`src/rtl/seven_seg_display_driver_if.sv`:
```
// Bus between the register side and the seven-segment display driver.
interface seven_seg_display_driver_if #(
    parameter int unsigned DIGITS = 6
);
    logic [4*DIGITS-1:0] value;
    logic [DIGITS-1:0]   dp_in;
    logic                load;
    logic                blank_lz;
    logic [DIGITS-1:0]   blink_en;
    logic [8*DIGITS-1:0] hex_out;
    logic [7:0]          scan_seg;
    logic [DIGITS-1:0]   scan_sel;

    modport master (
        output value, dp_in, load, blank_lz, blink_en,
        input  hex_out, scan_seg, scan_sel
    );

    modport slave (
        input  value, dp_in, load, blank_lz, blink_en,
        output hex_out, scan_seg, scan_sel
    );
endinterface

```
`src/rtl/seven_seg_display_driver.sv`:
```
// Multi-digit hex display driver: static per-digit segment bytes plus a
// time-multiplexed scan output, with decimal points, leading-zero blanking
// and per-digit blinking.
module seven_seg_display_driver #(
    parameter int unsigned DIGITS     = 6,
    parameter int unsigned BLINK_DIV  = 25000000,
    parameter int unsigned SCAN_DIV   = 50000,
    parameter int unsigned ACTIVE_LOW = 1
) (
    input  logic                          i_clk,
    input  logic                          i_reset,
    seven_seg_display_driver_if.slave     bus
);

    localparam int unsigned BLINK_W = (BLINK_DIV > 1) ? $clog2(BLINK_DIV) : 1;
    localparam int unsigned SCAN_W  = (SCAN_DIV > 1) ? $clog2(SCAN_DIV) : 1;
    localparam int unsigned IDX_W   = (DIGITS > 1) ? $clog2(DIGITS) : 1;
    // XOR masks turning logical "lit = 1" into the physical pin level
    localparam logic [7:0]        SEG_POL = (ACTIVE_LOW != 0) ? 8'hFF : 8'h00;
    localparam logic [DIGITS-1:0] SEL_POL = (ACTIVE_LOW != 0) ? {DIGITS{1'b1}} : {DIGITS{1'b0}};

    logic [4*DIGITS-1:0] r_val;
    logic [DIGITS-1:0]   r_dp;
    logic                r_loaded;
    logic [BLINK_W-1:0]  r_blink_cnt;
    logic                r_blink_phase;
    logic [SCAN_W-1:0]   r_scan_cnt;
    logic [IDX_W-1:0]    r_scan_idx;
    logic [8*DIGITS-1:0] r_hex;
    logic [7:0]          r_scan_seg;
    logic [DIGITS-1:0]   r_scan_sel;

    logic [7:0]          w_byte [DIGITS];
    logic [8*DIGITS-1:0] w_hex;
    logic [DIGITS-1:0]   w_sel;

    // Logical a..g pattern for one hex nibble
    function automatic logic [6:0] glyph(input logic [3:0] nib);
        logic [6:0] seg;
        case (nib)
            4'h0:    seg = 7'h3F;
            4'h1:    seg = 7'h06;
            4'h2:    seg = 7'h5B;
            4'h3:    seg = 7'h4F;
            4'h4:    seg = 7'h66;
            4'h5:    seg = 7'h6D;
            4'h6:    seg = 7'h7D;
            4'h7:    seg = 7'h07;
            4'h8:    seg = 7'h7F;
            4'h9:    seg = 7'h6F;
            4'hA:    seg = 7'h77;
            4'hB:    seg = 7'h7C;
            4'hC:    seg = 7'h39;
            4'hD:    seg = 7'h5E;
            4'hE:    seg = 7'h79;
            default: seg = 7'h71;
        endcase
        return seg;
    endfunction

    // Latch the display value and decimal points on a load strobe
    always_ff @(posedge i_clk) begin
        if (i_reset) begin
            r_val    <= '0;
            r_dp     <= '0;
            r_loaded <= 1'b0;
        end else if (bus.load) begin
            r_val    <= bus.value;
            r_dp     <= bus.dp_in;
            r_loaded <= 1'b1;
        end
    end

    // Free-running blink timebase; phase flips each time the counter wraps
    always_ff @(posedge i_clk) begin
        if (i_reset) begin
            r_blink_cnt   <= '0;
            r_blink_phase <= 1'b0;
        end else if (r_blink_cnt == BLINK_W'(BLINK_DIV - 1)) begin
            r_blink_cnt   <= '0;
            r_blink_phase <= ~r_blink_phase;
        end else begin
            r_blink_cnt   <= r_blink_cnt + BLINK_W'(1);
        end
    end

    // Scan timebase; the digit index advances on every counter wrap
    always_ff @(posedge i_clk) begin
        if (i_reset) begin
            r_scan_cnt <= '0;
            r_scan_idx <= '0;
        end else if (r_scan_cnt == SCAN_W'(SCAN_DIV - 1)) begin
            r_scan_cnt <= '0;
            if (r_scan_idx == IDX_W'(DIGITS - 1)) begin
                r_scan_idx <= '0;
            end else begin
                r_scan_idx <= r_scan_idx + IDX_W'(1);
            end
        end else begin
            r_scan_cnt <= r_scan_cnt + SCAN_W'(1);
        end
    end

    // Per-digit byte: glyph + dp, then leading-zero blank, then blink, then not-loaded
    always_comb begin
        logic       v_zero_above;
        logic [3:0] v_nib;
        logic [7:0] v_seg;
        v_zero_above = 1'b1;
        v_nib        = '0;
        v_seg        = '0;
        w_hex        = '0;
        for (int i = DIGITS - 1; i >= 0; i--) begin
            v_nib        = r_val[4*i +: 4];
            v_seg        = {r_dp[i], glyph(v_nib)};
            v_zero_above = v_zero_above && (v_nib == 4'h0);
            if (bus.blank_lz && v_zero_above && (i != 0)) begin
                v_seg[6:0] = 7'h00;
            end
            if (bus.blink_en[i] && r_blink_phase) begin
                v_seg = 8'h00;
            end
            if (!r_loaded) begin
                v_seg = 8'h00;
            end
            w_byte[i]        = v_seg;
            w_hex[8*i +: 8]  = v_seg ^ SEG_POL;
        end
    end

    assign w_sel = DIGITS'(1) << r_scan_idx;

    // Register static and scan outputs from the same combinational result
    always_ff @(posedge i_clk) begin
        if (i_reset) begin
            r_hex      <= {DIGITS{SEG_POL}};
            r_scan_seg <= SEG_POL;
            r_scan_sel <= DIGITS'(1) ^ SEL_POL;
        end else begin
            r_hex      <= w_hex;
            r_scan_seg <= w_byte[r_scan_idx] ^ SEG_POL;
            r_scan_sel <= w_sel ^ SEL_POL;
        end
    end

    assign bus.hex_out  = r_hex;
    assign bus.scan_seg = r_scan_seg;
    assign bus.scan_sel = r_scan_sel;

endmodule

```
`src/flat_wrapper.sv`:
```
// flat-port wrapper written by rule: the top's interface ports become plain ports
module seven_seg_display_driver_flat 
#(
    parameter int unsigned DIGITS     = 6,
    parameter int unsigned BLINK_DIV  = 25000000,
    parameter int unsigned SCAN_DIV   = 50000,
    parameter int unsigned ACTIVE_LOW = 1
)
  (i_clk, i_reset, bus_value, bus_dp_in, bus_load, bus_blank_lz, bus_blink_en, bus_hex_out, bus_scan_seg, bus_scan_sel);
  seven_seg_display_driver_if #(.DIGITS(DIGITS)) bus_i ();
  input  logic i_clk;
  input  logic i_reset;
  input wire logic [$bits(bus_i.value)-1:0] bus_value;
  input wire logic [$bits(bus_i.dp_in)-1:0] bus_dp_in;
  input wire logic [$bits(bus_i.load)-1:0] bus_load;
  input wire logic [$bits(bus_i.blank_lz)-1:0] bus_blank_lz;
  input wire logic [$bits(bus_i.blink_en)-1:0] bus_blink_en;
  output wire logic [$bits(bus_i.hex_out)-1:0] bus_hex_out;
  output wire logic [$bits(bus_i.scan_seg)-1:0] bus_scan_seg;
  output wire logic [$bits(bus_i.scan_sel)-1:0] bus_scan_sel;
  assign bus_i.value = bus_value;
  assign bus_i.dp_in = bus_dp_in;
  assign bus_i.load = bus_load;
  assign bus_i.blank_lz = bus_blank_lz;
  assign bus_i.blink_en = bus_blink_en;
  assign bus_hex_out = bus_i.hex_out;
  assign bus_scan_seg = bus_i.scan_seg;
  assign bus_scan_sel = bus_i.scan_sel;
  seven_seg_display_driver #(.DIGITS(DIGITS), .BLINK_DIV(BLINK_DIV), .SCAN_DIV(SCAN_DIV), .ACTIVE_LOW(ACTIVE_LOW)) u_core (.i_clk(i_clk), .i_reset(i_reset), .bus(bus_i));
endmodule
```
`config.mk`:
```
export PLATFORM = sky130hd
export DESIGN_NAME = seven_seg_display_driver_flat
export DESIGN_NICKNAME = d
export VERILOG_FILES = /design/src/rtl/seven_seg_display_driver_if.sv /design/src/rtl/seven_seg_display_driver.sv /design/src/flat_wrapper.sv
export SDC_FILE = /design/constraint.sdc
export NUM_CORES = 1
export LEC_CHECK = 0
export BUFFER_PORTS_ARGS = -buffer_cell sky130_fd_sc_hd__buf_4
export CAP_MARGIN = 20
export CORE_MARGIN = 10
export CORE_UTILIZATION = 50
export CTS_BUF_LIST = sky130_fd_sc_hd__clkbuf_4
export DETAILED_ROUTE_END_ITERATION = 12
export PLACE_DENSITY = 0.82
export REMOVE_ABC_BUFFERS = 1
export SLEW_MARGIN = 20
export SYNTH_ARGS = -nofsm -noshare
export SYNTH_HDL_FRONTEND = slang
export SYNTH_SLANG_ARGS = --single-unit
```
`constraint.sdc`:
```
create_clock -name i_clk -period 3.3 [get_ports i_clk]
set_clock_uncertainty 0.05 [all_clocks]
set_input_delay 0.66 -clock i_clk [delete_from_list [all_inputs] [get_ports i_clk]]
set_output_delay 0.66 -clock i_clk [all_outputs]
set_load 0.01 [all_outputs]
```
# Yosys cells after proc, flatten, opt, wreduce, memory -nomap -nowiden

Memories as Yosys holds them, arrays and structs flattened. A register that Yosys moved wholly into a read port is not among the register bits.
Cells that the tools add are included.

Add/sub/neg operators: 3
$lt $le $gt $ge: 1
Equality and inequality tests: 3
Shift-type cells: 1
Multiplexer cells: 33
Bitwise logic cells: 10
Reductions and logical operators: 22

Operator list:

| kind                                                      | count |
|---|---|
| 2-to-1 mux 8 bit                                          | 14 |
| inverter 8 bit                                            | 7 |
| 2-to-1 mux 4 bit                                          | 12 |
| 2-to-1 mux 7 bit                                          | 5 |
| adder 25 x 1 -> 25 bit (second input constant)            | 1 |
| equality test 25 bit (second input constant)              | 1 |
| binary-select mux 8 bit (select 3 bit)                    | 1 |
| zero test 4 bit                                           | 5 |
| adder 16 x 1 -> 16 bit (second input constant)            | 1 |
| equality test 16 bit (second input constant)              | 1 |
| logical AND 1 bit                                         | 15 |
| inverter 6 bit                                            | 1 |
| << shifter 1 x 3 -> 6 bit (first input constant)          | 1 |
| greater-or-equal comparator 4 bit (second input constant) | 1 |
| inverter 3 -> 4 bit                                       | 1 |
| OR reduction 2 bit                                        | 2 |
| adder 3 x 1 -> 3 bit (second input constant)              | 1 |
| equality test 3 bit (second input constant)               | 1 |
| 2-to-1 mux 3 bit                                          | 1 |
| inverter 1 bit                                            | 1 |

Register bits: 138
Bits in read-only memories: 672
Bits of input ports: 40
Output and inout bits: 62
Logic and storage cells: 89
Memories: 6

Memory list:

| memory           | words | bits a word | rd ports | clocked after Yosys merged registers in | wr ports | line                           | source |
|---|---|---|---|---|---|---|---|
| (name not given) | 16    | 7           | 1        | 1                                       | 0        | seven_seg_display_driver.sv:40 | `case (nib)` |
| (name not given) | 16    | 7           | 1        | 1                                       | 0        | seven_seg_display_driver.sv:40 |  |
| (name not given) | 16    | 7           | 1        | 1                                       | 0        | seven_seg_display_driver.sv:40 |  |
| (name not given) | 16    | 7           | 1        | 1                                       | 0        | seven_seg_display_driver.sv:40 |  |
| (name not given) | 16    | 7           | 1        | 1                                       | 0        | seven_seg_display_driver.sv:40 |  |
| (name not given) | 16    | 7           | 1        | 1                                       | 0        | seven_seg_display_driver.sv:40 |  |

# Longest topological paths before layout

Depth after elaboration: 13
Depth in mapped cells: 11
Mapped depth without buffers: 7

# Worst setup path before layout

OpenSTA, ideal clock, no wires.

Path kind: input to register
From: input bus_load
To: register (tool-made name)
Arrival time: 2.791 ns
Slack: 0.401 ns
Cell stages on the path: 11
Buffers on the path: 4
Path through: buf_2 > buf_4 > buf_2 > buf_2 > mux2i_1 > nor2_1 > inv_2 > ha_1 > inv_1 > mux4_2 > inv_1

RTL lines:

| element     | line               | source |
|---|---|---|
| from (decl) | flat_wrapper.sv:15 | `input wire logic [$bits(bus_i.load)-1:0] bus_load;` |

# Worst setup path after layout

From: register u_core.r_val[12]
To: register u_core.r_scan_seg[6] (netlist: u_core.bus.scan_seg[6])

Longest elaborated chain between the ends: 12

Ends and longest elaborated chain:

| element                                                | line                            | source |
|---|---|---|
| from (decl)                                            | seven_seg_display_driver.sv:22  | `logic [4*DIGITS-1:0] r_val;` |
| from (signal assigned)                                 | seven_seg_display_driver.sv:68  | `r_val <= bus.value;` |
| zero test 4 bit *                                      | seven_seg_display_driver.sv:116 | `v_zero_above = v_zero_above && (v_nib == 4'h0);` |
| logical AND 1 bit *                                    | seven_seg_display_driver.sv:116 |  |
| logical AND 1 bit (2 in series)                        | seven_seg_display_driver.sv:116 |  |
| logical AND 1 bit                                      | seven_seg_display_driver.sv:117 | `if (bus.blank_lz && v_zero_above && (i != 0)) begin` |
| 2-to-1 mux 7 bit                                       | seven_seg_display_driver.sv:117 |  |
| 2-to-1 mux 8 bit                                       | seven_seg_display_driver.sv:120 | `if (bus.blink_en[i] && r_blink_phase) begin` |
| 2-to-1 mux 8 bit                                       | seven_seg_display_driver.sv:123 | `if (!r_loaded) begin` |
| binary-select mux 8 bit (select 3 bit) *               | seven_seg_display_driver.sv:141 | `r_scan_seg <= w_byte[r_scan_idx] ^ SEG_POL;` |
| 2-to-1 mux 8 bit (implied by the code) * (2 in series) | seven_seg_display_driver.sv:141 |  |
| inverter 8 bit (no source line) *                      | -                               |  |
| to (signal assigned)                                   | seven_seg_display_driver.sv:141 |  |
| to (decl)                                              | seven_seg_display_driver.sv:30  | `logic [7:0] r_scan_seg;` |

Mark *: on every way between the ends. The rest lies on a longest branch, timed or not. The select of a mux whose other input is x is not followed.
A chain may end at the register's enable or synchronous reset.

==> impl_results.md <==
- Share of cells above drive strength 1: 17.10%
- Setup crit end kind: flip-flop
- CTS Hold Bufs: 0
- Relative max-transition margin: 37.69%
- Unique masters post-synth: 50
- Critical Path Source Type: flip-flop
- Synth Area per Inst: 9.197 um2
- CTS root buffer: clkbuf_4
- Post-DP HPWL: 13380 um
- Mapped Cells: 811
- 1st-iter DRT viols: 458
- CTS Buffer Depth: 2
- Post-Route WL: 17500 um
- Leakage: 3.579 nW
- Nets: 990
- Slew Limit Fails: 0
- Post-synth EDFFs: 0
- TritonCTS clock tree: done
- Synthesis-to-finish area growth: 15.43%
- Die width: 142.1 um
- Post-cts resize count: 0
- Htree depth: 4
- N_diodes: 0
- WP data arrival: 2.86 ns
- Number of synthesized register bits: 180
- Ports: 102
- Placed Cells: 1070
- Routability cong.: 0.9487
- # fillers: 1229
- Pwr Total: 0.003948 W
- Required time worst endpoint: 3.72 ns
- Worst Max-Slew Pin Slew: 0.9262 ns
- Power per cell area: 458.6 nW/um2
- TNS Setup: 0 ns
- Non-filler cells, final: 1102
- Clock Sinks: 180
- Ys async rst share: 0%
- Post-route ant nets: 0
- YS warnings: 0
- Vias in the first global route: 5630
- FMAX: 410.8 MHz
- Sequential element share of the synthesized area: 48.31%
- Yosys top cell area share: 48.31%
- Final Cycle Share: 73.76%
- Status: completed
- Final Hold Fails: 0
- Grt ovf: 0
- Crit path time final: 2.434 ns
- Area of the die: 20200 um2
- Synth area leader: dfxtp_1
- Mapped Area: 7458 um2
- WL/cell: 15.88 um
- Initial antenna violation count: 0
- Die Ht: 142.1 um
- Commonest register cell after synthesis: dfxtp_1
- Postcts setup bufs: 0
- Setup violations, final: 0
- Unrepaired setup endpoints after global routing: no
- Crit-path max FO: 7
- DRC errors left: 0
- WHS Path Cells: 3
- Site Rows: 44
- Worst hold path type: input pin to flip-flop
- First-pass GRT wire length: 27940 um
- CTS buffer count: 17
- Clk slew on worst S/H paths: 0.14 ns
- Skew-Pair Late Insertion Delay: 0.56 ns
- DR pass1 iterations: 7
- Initial Utilization: 51.12%
- Maximum VDD drop: 325.3 uV
- Reg2Reg Depth: 5
- Maxcap violations: 0
- Largest net degree at the start of global routing: 61
- Core area: 14590 um2
- IO buf count: 101
- Routed vias/inst: 5.409
- Worst Setup Path Type: flip-flop to flip-flop
- Vias post-DR: 5961
- Top cells by area, synth: dfxtp_1 (48%), ha_1 (7.5%), nor2_1 (5.7%), nand2_1 (5.5%), mux2i_1 (4.0%)
- GRT Overall Usage: 17.22%
[kinds of logic after synthesis]
group	synth area share, %
AO/OA/AOI/OAI	8.824
XOR/XNOR	4.345
adder cells (fa/ha/maj)	7.549
buffers and inverters	3.993
flip-flops	48.31
multiplexers	5.838
AND/OR/NAND/NOR	21.14
[per-layer routing]
metal	track usage (%)	vias to the layer above	part of all wire, %
met5	0	-	0
met4	7.316	0	3.3
met3	4.806	44	7.3
met2	27.71	240	47
met1	21.13	2726	43
li1	-	2951	-
[cell usage after synthesis (all sizes together), types with 6 or more instances]
library cell  instances
a21oi                43
a221o                 7
a221oi                8
a22oi                10
a41oi                 7
and2                 10
and3                  7
buf                   9
clkbuf               23
dfxtp               180
ha                   45
inv                  43
mux2i                30
mux4                  6
nand2               110
nand3                18
nand4                10
nor2                114
nor3                 26
nor4                 12
or2                   9
xnor2                18
xor2                 19
[where the power goes]
group	internal [W]	switching, W	leakage (nW)
Combinational	0.000215	0.000271	1.98
Clock	0.000373	0.000733	0.123
Sequential	0.00229	0.0000667	1.48
Total	0.00288	0.00107	3.58
[through the flow]
step           hold WS, ns  area [um2]  setup WS (ns)  util, %
5_1_grt             0.2399        8610         0.6969    59.01
3_5_place_dp        0.3177        8359         0.4946    57.30
2_1_floorplan       0.3035        7326          1.234        -
3_3_place_gp        0.3245        8359         0.6148    57.30
6_report            0.2808        8610         0.8659    59.01
4_1_cts             0.2512        8610         0.8407    59.01
[placed cells by master, fill, tap and decap left out, types with 7 or more instances in the layout]
master	n
nor4_1	10
nand3_1	18
ha_1	45
and3_1	7
a21oi_1	43
xnor2_1	18
inv_1	33
a22oi_1	10
clkbuf_4	18
nor2_1	114
mux2i_1	30
xor2_1	19
or2_1	7
nand4_1	10
inv_2	10
nor3_1	26
and2_1	9
a41oi_1	7
dfxtp_1	180
a221o_1	7
nand2_1	110
a221oi_1	8
buf_4	107
[cell type report]
cell class	instances	area, um2	share of cell area, %
timing repair buffer	107	803.3	9.330
inverter	44	165.2	1.918
tap	184	230.2	2.674
sequential	180	3603	41.85
multi-input combinational	555	3557	41.32
clock buffer	18	135.1	1.570
clock inverter	14	115.1	1.337
[final timing paths]
kind                                 start  slack, ns                                end
min reg2reg                      flip-flop       0.35  u_core.bus.hex_out[40]$_SDFF_PP1_
max          u_core.r_val[12]$_SDFFE_PP0P_       0.87  u_core.bus.scan_seg[6]$_SDFF_PP1_
min                           bus_dp_in[2]       0.28        u_core.r_dp[2]$_SDFFE_PP0P_
max reg2reg  u_core.r_val[12]$_SDFFE_PP0P_       0.87  u_core.bus.scan_seg[6]$_SDFF_PP1_
[critical path, stage by stage, from the launching register on]
cell,delay [ns]
dfxtp_1,0.34
nor4_1,0.68
nand4_1,0.19
o311a_4,0.42
a221o_1,0.36
a222oi_1,0.32
Note: power is estimated with default switching activity, not from simulation.
